--- config.mk ---
export PLATFORM = sky130hd
export DESIGN_NAME = kmkz_ahb_arbiter
export DESIGN_NICKNAME = d
export VERILOG_FILES = /design/src/rtl/kmkz_ahb_arbiter.sv
export SDC_FILE = /design/constraint.sdc
export NUM_CORES = 1
export LEC_CHECK = 0
export ABC_CLOCK_PERIOD_IN_PS = 2600
export CORE_ASPECT_RATIO = 0.6
export CORE_MARGIN = 2
export CORE_UTILIZATION = 40
export DETAILED_ROUTE_END_ITERATION = 10
export PLACE_DENSITY = 0.9
export SLEW_MARGIN = 0
export SYNTH_ARGS = -nofsm -noshare
export SYNTH_HDL_FRONTEND = slang
export SYNTH_SLANG_ARGS = --single-unit
--- constraint.sdc ---
create_clock -name CLK -period 2.6 [get_ports CLK]
set_input_delay 0.52 -clock CLK [delete_from_list [all_inputs] [get_ports CLK]]
set_output_delay 0.52 -clock CLK [all_outputs]
set_load 0.02 [all_outputs]
--- src/rtl/kmkz_ahb_arbiter.sv ---
// Two-master to one-slave AHB-Lite arbiter for the core's I and D ports.
// Each forwarded transfer is SINGLE/NONSEQ. A losing request waits in a one-entry pending buffer.
module kmkz_ahb_arbiter #(
  parameter int g_d_priority = 0
) (
  input  logic        CLK,
  input  logic        nRST,
  input  logic [31:0] HADDR_I,
  input  logic [1:0]  HTRANS_I,
  input  logic [2:0]  HSIZE_I,
  input  logic [3:0]  HPROT_I,
  input  logic        HWRITE_I,
  input  logic [31:0] HWDATA_I,
  input  logic [2:0]  HBURST_I,
  input  logic        HMASTLOCK_I,
  output logic [31:0] HRDATA_I,
  output logic        HREADY_I,
  output logic        HRESP_I,
  input  logic [31:0] HADDR_D,
  input  logic [1:0]  HTRANS_D,
  input  logic [2:0]  HSIZE_D,
  input  logic [3:0]  HPROT_D,
  input  logic        HWRITE_D,
  input  logic [31:0] HWDATA_D,
  input  logic [2:0]  HBURST_D,
  input  logic        HMASTLOCK_D,
  output logic [31:0] HRDATA_D,
  output logic        HREADY_D,
  output logic        HRESP_D,
  output logic [31:0] HADDR_M,
  output logic [1:0]  HTRANS_M,
  output logic [2:0]  HSIZE_M,
  output logic [3:0]  HPROT_M,
  output logic        HWRITE_M,
  output logic [2:0]  HBURST_M,
  output logic        HMASTLOCK_M,
  output logic [31:0] HWDATA_M,
  input  logic [31:0] HRDATA_M,
  input  logic        HREADY_M,
  input  logic        HRESP_M
);

  typedef struct packed {
    logic [31:0] addr;
    logic [2:0]  size;
    logic [3:0]  prot;
    logic        write;
  } req_t;

  typedef enum logic [1:0] {OWN_NONE, OWN_I, OWN_D} own_t;

  // Index 0 is the instruction master, index 1 the data master.
  req_t [1:0] live, pend_req, cand_req;
  logic [1:0] pend_vld, trans_req, is_own, hready_x, acc, cand, win;
  own_t       dp_owner;
  logic       last_d;
  req_t       sel, last_q;
  logic       any_win;

  assign live[0]      = {HADDR_I, HSIZE_I, HPROT_I, HWRITE_I};
  assign live[1]      = {HADDR_D, HSIZE_D, HPROT_D, HWRITE_D};
  assign trans_req    = {HTRANS_D[1], HTRANS_I[1]};
  assign is_own       = {dp_owner == OWN_D, dp_owner == OWN_I};

  always_comb begin
    hready_x = '1;
    acc      = '0;
    cand     = '0;
    cand_req = live;
    for (int m = 0; m < 2; m++) begin
      if (pend_vld[m])    hready_x[m] = 1'b0;
      else if (is_own[m]) hready_x[m] = HREADY_M;
      // Live requests are masked during reset so nothing leaks onto the slave bus.
      acc[m]  = hready_x[m] & trans_req[m] & nRST;
      cand[m] = (pend_vld[m] | acc[m]) & HREADY_M;
      if (pend_vld[m]) cand_req[m] = pend_req[m];
    end
  end

  // Round-robin favours whichever master was not granted last.
  always_comb begin
    win = cand;
    if (cand == 2'b11) begin
      if (g_d_priority != 0 || !last_d) win = 2'b10;
      else                              win = 2'b01;
    end
  end

  assign any_win = |win;
  assign sel     = win[1] ? cand_req[1] : cand_req[0];

  assign HTRANS_M                             = any_win ? 2'b10 : 2'b00;
  assign {HADDR_M, HSIZE_M, HPROT_M, HWRITE_M} = any_win ? sel : last_q;
  assign HBURST_M    = 3'b000;
  assign HMASTLOCK_M = 1'b0;

  always_ff @(posedge CLK or negedge nRST) begin
    if (!nRST) begin
      pend_vld <= '0;
      pend_req <= '0;
      dp_owner <= OWN_NONE;
      last_d   <= 1'b1;
      last_q   <= '0;
    end else begin
      for (int m = 0; m < 2; m++) begin
        if (win[m]) pend_vld[m] <= 1'b0;
        else if (acc[m]) begin
          pend_vld[m] <= 1'b1;
          pend_req[m] <= live[m];
        end
      end
      if (HREADY_M) dp_owner <= win[1] ? OWN_D : (win[0] ? OWN_I : OWN_NONE);
      if (any_win) begin
        last_d <= win[1];
        last_q <= sel;
      end
    end
  end

  always_comb begin
    case (dp_owner)
      OWN_I:   HWDATA_M = HWDATA_I;
      OWN_D:   HWDATA_M = HWDATA_D;
      default: HWDATA_M = '0;
    endcase
  end

  assign HREADY_I = hready_x[0];
  assign HREADY_D = hready_x[1];
  assign HRESP_I  = is_own[0] & HRESP_M;
  assign HRESP_D  = is_own[1] & HRESP_M;
  assign HRDATA_I = HRDATA_M;
  assign HRDATA_D = HRDATA_M;

  logic unused_ok;
  assign unused_ok = ^{HBURST_I, HBURST_D, HMASTLOCK_I, HMASTLOCK_D, HTRANS_I[0], HTRANS_D[0]};

endmodule

# Word-level counts from Yosys, hierarchy flattened
# Cells that the tools add are included.
# word_totals
inputBits	192
register_bits	125
out_inout_bits	146
word_cells	54
# op_classes
bitwise_logic	12
n_eq_ne	3
n_reduce_logical	5
muxes	18
# ops
operator	n
40-bit 2-to-1 mux	4
32-bit one-hot mux with 2 select lines	1
1-bit 2-to-1 mux	9
1-bit AND	8
2-bit 2-to-1 mux	4
2-bit equality test (second input constant)	2
2-bit AND reduction	2
2-bit nonzero test	2
2-bit by 1-bit equality test with 1-bit output (second input constant)	1
1-bit NOT	2
1-bit OR	2
2-bit OR reduction	1

# Depth between registers and ports, before layout
# Gate-level depths: netlist of the first run.
# logic_depth
depth_word	11
depth_mapped	8
ltp_nobuf	6

# Worst setup path before layout of the first run
# No wires, ideal clock.
# synth_timing
kind	register to output
from	register pend_vld[0]
to	output port HADDR_M[0]
path_stages_with_launch	5
n_path_buf	2
arrival_ns	1.601
path_slack_ns	0.479
t_required_ns	2.080
cell_sequence	dfrtp_1 -> buf_2 -> clkbuf_1 -> mux2_2 -> a221o_1
# synth_between
elab_chain_len	9
elab_cells_between_ends	11
classes_between	1 x eq/ne; 5 x mux; 4 x bitwise; 1 x reduce/logical
# synth_rtl
item	line_no	text
from (decl)	54	logic [1:0] pend_vld, trans_req, is_own, hready_x, acc, cand, win;
from (signal assigned)	99	pend_vld <= '0;
from (signal, indexed assignment)	106	if (win[m]) pend_vld[m] <= 1'b0;
from (signal, indexed assignment)	108	pend_vld[m] <= 1'b1;
1-bit 2-to-1 mux	71	if (pend_vld[m]) hready_x[m] = 1'b0;
1-bit AND (2 in series)	74	acc[m] = hready_x[m] & trans_req[m] & nRST;
1-bit OR	75	cand[m] = (pend_vld[m] | acc[m]) & HREADY_M;
1-bit AND	75	
2-bit equality test	83	if (cand == 2'b11) begin
2-bit 2-to-1 mux	83	
40-bit 2-to-1 mux or 2-bit OR reduction (tied branches)	90, 89	
40-bit 2-to-1 mux *	--	
to (decl)	30	output logic [31:0] HADDR_M,
# Mark *: on every way between the ends. The rest lies on a longest branch, timed or not.

# Final worst setup path of the first run
# layout_timing
from	input port HTRANS_I[1]
to	output port HADDR_M[15]
# layout_between
elab_chain_len	8
elab_cells_between_ends	9
classes_between	1 x eq/ne; 3 x mux; 4 x bitwise; 1 x reduce/logical
# layout_rtl
item	line_no	text
from (decl)	9	input logic [1:0] HTRANS_I,
1-bit AND * (2 in series)	74	
1-bit OR *	75	
1-bit AND *	75	
2-bit equality test	83	
2-bit 2-to-1 mux *	83	
40-bit 2-to-1 mux or 2-bit OR reduction (tied branches)	90, 89	
40-bit 2-to-1 mux *	--	
# Marks and branches as above.

==> impl_metrics.tcl, run 1 <==
set metrics [dict create \
    grt_pass1_wl_um 33900 \
    status "complete, but fails checks" \
    ir_drop_mv 0.864 \
    p_comb_share_pct 47.2 \
    drtAntennaViolNets 0 \
    antenna_found_initial 0 \
    ioPinCount 338 \
    cp.required_ps 2080 \
    p_int_mw 7.40 \
    slew_headroom_pct 55.0 \
    rows 37 \
    r2r_end "last_q[23]$_DFF_PN0_" \
    fin_crit_sh_pct 104 \
    synth_seq_area_share_pct 45.2 \
    ys_ff_latch 125 \
    clock_skew_ps 14.5 \
    antenna_cells 0 \
    ys_warn_count 0 \
    cp.arrival_ps 2190 \
    cp_slowest_cell "a211o_4" \
    synth.top_cell.area_share_pct 44.8 \
    overflow 0 \
    synth_area_leaders "dfrtp_1 (45%), mux2_2 (13%), mux2_4 (8.7%)" \
    dpl.hpwl_um 13700 \
    clockPowerShare_pct 22.3 \
    worstPathCellList "dlygate4sd2_1, buf_4, a21o_1, a211o_4, buf_12, nor2_2, a221o_1, buf_6" \
    fin_ws_ps -113 \
    syn2layout_area_growth_pct 50.1 \
    die_w_um 174 \
    drt_iter0_markers 341 \
    timing_hold_violations_final 0 \
    path_delay_family "compound AO/OA/AOI/OAI gates" \
    path_clk_slew_ps 60 \
    yosysMostFrequentCell "dfrtp_1" \
    grt_pass1_vias 5692 \
    layout-drive-gt1-share_pct 39.5 \
    grt.total_usage_pct 24.3 \
    critPathLaunchType "input port" \
    ys_types 33 \
    initial_core_util_pct 40.6 \
    wl_per_cell_um 21.7 \
    cp-end-kind "primary output" \
    reg2reg_from "pend_vld[1]$_DFFE_PN0P_" \
    wl_um 22400 \
    crit_fanout 19 \
    reg2reg_depth 9 \
    cts_tree "done" \
    utilization_pct 61.0 \
    dieArea_mm2 0.0184 \
    synth_cells 574 \
    via_per_inst 5.32 \
    violations "negative setup slack" \
    dp_slack_ps -1010 \
    gp_congestion 0.872 \
    r2r_setup_slack_ps 560 \
    fmax_mhz 369 \
    synth_common_cells "dfrtp_1 (124), mux2_2 (80), nor2_1 (76)" \
    maxCapViolCount 0 \
    first_pass_iters 5 \
    hold_path.class "in -> async" \
    rsz0062_at_grt "true" \
    synth_ff_type "dfrtp_1" \
    crit_buf_inv 4 \
    synth_top_area_cell "dfrtp_1" \
    grt_max_degree 125 \
    slowest_delay_ps 420 \
    die_h_um 106 \
    leakagePower_nw 4.63 \
    cts_sinks 125 \
    p_per_area_mw_per_mm2 1070 \
    critPathKind "in -> out" \
    vias 5491 \
    drcViolationCount 0 \
    period_minus_slack_ps 2710 \
    core_area_mm2 0.0170 \
    htree_num_levels 4 \
    synth_edf_count 0 \
    syn_area_per_cell_um2 12.1 \
    nNetsFinal 979 \
    drv_slew 0 \
    setup_viol 40 \
    syn_area_mm2 0.00692 \
    clockBufferDepth 2 \
    root_buffer "clkbuf_16" \
    postSynth.asyncResetShare_pct 100 \
    worstMarginPinSlew_ps 675 \
    cts_made_buffers 17 \
    p_switching_mw 3.68 \
    pwr-share-seq_pct 30.5 \
    place.port_buffers 226 \
    clkLatencyLatePin_ps 420 \
    swShare_pct 33.2 \
]
-- worst reg2reg max path, delay by kind of cell, from the launching register on --
family | cells | cell delay, ps
buffers and inverters | 5 | 740
AO/OA/AOI/OAI | 3 | 670
flip-flops | 1 | 430
AND/OR/NAND/NOR | 1 | 80
-- power by group through the flow --
stage                     clock, mW  sequential, mW  combinational [mW]
after floorplan                   0            3.21                2.92
after global placement            0            3.30                4.36
after detailed placement          0            3.34                4.46
after CTS                      2.49            3.36                4.88
after global routing           2.58            3.48                5.51
final                          2.47            3.38                5.23
-- layout make-up --
type / instances / area [um2]
inverters: 4 / 15.0
fillers: 1351 / 6640
clock inverters: 7 / 113
flip-flops and latches: 125 / 3130
well taps: 234 / 293
clock buffers: 25 / 495
repair buffers: 296 / 3050
multi-input cells: 341 / 3290
-- through the flow --
stage / area (um2) / instances / hold slack [ps] / TNS, ps / power [mW]
detailed placement: 9080 / 960 / 487 / -40420 / 7.80
finish: 10400 / 1032 / 231 / -2610 / 11.1
global route: 10400 / 1032 / 232 / -5370 / 11.6
CTS: 10100 / 1019 / 208 / -2880 / 10.7
global placement: 9080 / 960 / 480 / -36660 / 7.67
floorplan: 6940 / 578 / 224 / 0 / 6.13
-- state kept, by name, indices dropped and copies added, names as in the netlist --
signal,flops
dp_owner,2
last_d,1
last_q,40
pend_req,80
pend_vld,2
-- layout by cell type (no fill, tap or decap), drive strengths merged, types with 3 or more instances in the layout --
cell type	netlist	routed
dlygate4sd2	0	36
bufinv	0	3
a22oi	32	32
buf	92	110
clkbuf	19	26
clkinv	0	3
conb	1	5
nor2	77	80
a21oi	4	4
dfrtp	124	124
clkdlybuf4s50	0	146
a221o	40	40
mux2	120	120
mux2i	40	40
inv	4	4
o21ai	3	3
-- cell families after synthesis --
family                   after synthesis  synth area share, %
other                                  1               0.0542
AND/OR/NAND/NOR                       84                 4.90
AO/OA/AOI/OAI                         87                 10.9
flip-flops                           125                 45.2
multiplexers                         160                 27.5
adder cells (fa/ha/maj)                2                0.361
buffers and inverters                115                 11.1
-- metal layers --
| layer | track usage, % | routed length (um) | up-vias |
|---|---|---|---|
| met2 | 36.0 | 9910 | 261 |
| met1 | 34.2 | 10400 | 2781 |
| li1 | - | - | 2429 |
| met4 | 5.28 | 213 | 0 |
| met3 | 8.91 | 1880 | 20 |
| met5 | 0 | 0 | - |
-- worst max-delay path by stage --
| stage | from | end | slack [ps] | cells past startpoint |
|---|---|---|---|---|
| floorplan | pend_vld[0]$_DFFE_PN0P_ | HADDR_M[0] | 480 | 4 |
| global placement | HTRANS_D[1] | HWRITE_M | -920 | 6 |
| detailed placement | HTRANS_D[1] | HADDR_M[5] | -1010 | 6 |
| CTS | pend_vld[0]$_DFFE_PN0P_ | HADDR_M[5] | -160 | 7 |
| global route | pend_vld[0]$_DFFE_PN0P_ | HADDR_M[15] | -180 | 7 |
| finish | HTRANS_I[1] | HADDR_M[15] | -110 | 8 |
-- what timing repair did --
action / CTS / global route
buffers inserted: 20 / 13
gates cloned: 7 / 0
pin swaps: 8 / 10
hold buffers: 0 / 0
endpoints found under the setup margin: 75 / 44
resized for setup: 314 / 48
No activity file was read; power rests on OpenSTA's default activity.
==> run 2: changes to the inputs <==
- ABC_CLOCK_PERIOD_IN_PS: 2600 -> 3100
- clock period: 2.6 -> 3.1 ns (I/O delays scaled with it)
==> impl_metrics.tcl, run 2 (synthesis gave the netlist of run 1 again) <==
set metrics [dict create \
    status "finished, final reports clean" \
    wl_um 20800 \
    met1Wirelength_um 9730 \
    fmax_mhz 328 \
    fin_ws_ps 51.4 \
    antenna_found_initial 1 \
    cp.arrival_ps 2430 \
    highest_layer "met5" \
    timing_hold_violations_final 0 \
    gp_congestion 0.824 \
    cts_setup_buffers 0 \
    place.port_buffers 226 \
    grt_max_degree 71 \
    die_h_um 106 \
    cp-end-kind "primary output" \
    root_buffer "clkbuf_16" \
    worstMarginPinSlew_ps 904 \
    largest_reg_flops 80 \
    drtAntennaViolNets 0 \
    period_minus_slack_ps 3050 \
    clockBufferDepth 2 \
    final_cell_area_mm2 0.00954 \
    clkLatencyLatePin_ps 420 \
    slew_headroom_pct 39.7 \
    ioPinCount 338 \
    rsz0062_at_grt "false" \
    via_per_inst 5.27 \
    final_common_cell "clkdlybuf4s50_1" \
    final_cell_mix "clkdlybuf4s50_1 (182), dfrtp_1 (122), mux2_2 (80)" \
    syn2layout_area_growth_pct 37.8 \
    hold_path.class "in -> async" \
    reg2reg_depth 6 \
    reg_top3 "pend_req (80), last_q (40)" \
    worstPathCellList "clkdlybuf4s50_1, a21oi_2, buf_4, a211o_4, buf_12, nor2_2, a221o_1, clkdlybuf4s15_2" \
    cts_sinks 125 \
    clock_skew_ps 9.20 \
    cts_hold_buf 0 \
    dpl_cell_area_mm2 0.00909 \
    utilization_pct 56.0 \
    cp.required_ps 2480 \
    dpl.hpwl_um 13800 \
    maxCapViolCount 0 \
    slowest_delay_ps 500 \
    nNetsFinal 942 \
    ir_drop_mv 0.545 \
    leakagePower_nw 4.12 \
    dieArea_mm2 0.0184 \
    initial_core_util_pct 40.6 \
    grt_pass1_wl_um 32200 \
    drcViolationCount 0 \
    path_clk_slew_ps 60 \
    dp_slack_ps -673 \
    antenna_cells 0 \
    grt_pass1_vias 5447 \
    overflow 0 \
    first_pass_iters 6 \
    cp_slowest_cell "clkdlybuf4s50_1" \
    critPathLaunchType "input port" \
    met2WireLength_um 8920 \
    die_w_um 174 \
    htree_num_levels 4 \
    layout-drive-gt1-share_pct 32.1 \
    wl_met3_um 1990 \
    regMostFlops "pend_req" \
    crit_fanout 22 \
    wl_per_cell_um 20.9 \
    grt.total_usage_pct 22.9 \
    vias 5242 \
    rows 37 \
    cts_made_buffers 17 \
    fin_crit_sh_pct 98.3 \
    critPathKind "in -> out" \
    cts_tree "done" \
    whs_ps 144 \
    core_area_mm2 0.0170 \
    drv_slew 0 \
    drt_iter0_markers 363 \
    p_per_area_mw_per_mm2 871 \
    setup_viol 0 \
]
run 2: layer usage:
metal / global-route usage (%) / vias up
li1: - / 2356
met1: 32.4 / 2628
met2: 32.6 / 236
met3: 9.59 / 20
met4: 4.86 / 2
met5: 0 / -
run 2: final timing paths:
| kind | startpoint | end | slack [ps] |
|---|---|---|---|
| max | HTRANS_D[1] | HADDR_M[7] | 50 |
| min | nRST | pend_vld[0]$_DFFE_PN0P_ | 140 |
| max reg2reg | pend_vld[0]$_DFFE_PN0P_ | pend_req[56]$_DFFE_PN0P_ | 1080 |
| min reg2reg | pend_req[36]$_DFFE_PN0P_ | pend_req[36]$_DFFE_PN0P_ | 500 |
| max in group asynchronous | nRST | pend_req[27]$_DFFE_PN0P_ | 2010 |
| min in group CLK | pend_req[36]$_DFFE_PN0P_ | pend_req[36]$_DFFE_PN0P_ | 500 |
run 2: power breakdown:
group	leakage [nW]	internal (mW)	switching [mW]
logic	2.37	1.85	1.73
registers	1.49	2.44	0.392
clock network	0.254	1.12	0.782
total	4.12	5.41	2.90
run 2: final cells by class:
class | instances | area [um2]
Multi-Input combinational cell | 341 | 3130
Timing Repair Buffer | 259 | 2410
Clock buffer | 19 | 443
Tap cell | 234 | 293
Clock inverter | 13 | 119
Sequential cell | 125 | 3130
Fill cell | 1432 | 7500
Inverter | 4 | 15.0
run 2: worst max-delay path: cells and delay by family:
| family | cells | cell delay, ps |
|---|---|---|
| buffers and inverters | 4 | 1090 |
| AO/OA/AOI/OAI | 3 | 570 |
| AND/OR/NAND/NOR | 1 | 140 |
run 2: repair_timing:
item | in CTS | in global routing
pin swaps | 2 | 0
resized for setup | 170 | 4
endpoints found under the setup margin | 41 | 53
cloned | 3 | 0
run 2: stage by stage:
stage | std cells | power, mW | setup TNS [ps]
final | 995 | 8.31 | 0
after global routing | 995 | 8.74 | 0
after floorplan | 578 | 5.14 | 0
after global placement | 960 | 6.46 | -25480
after CTS | 995 | 8.35 | -61.7
after detailed placement | 960 | 6.58 | -25700
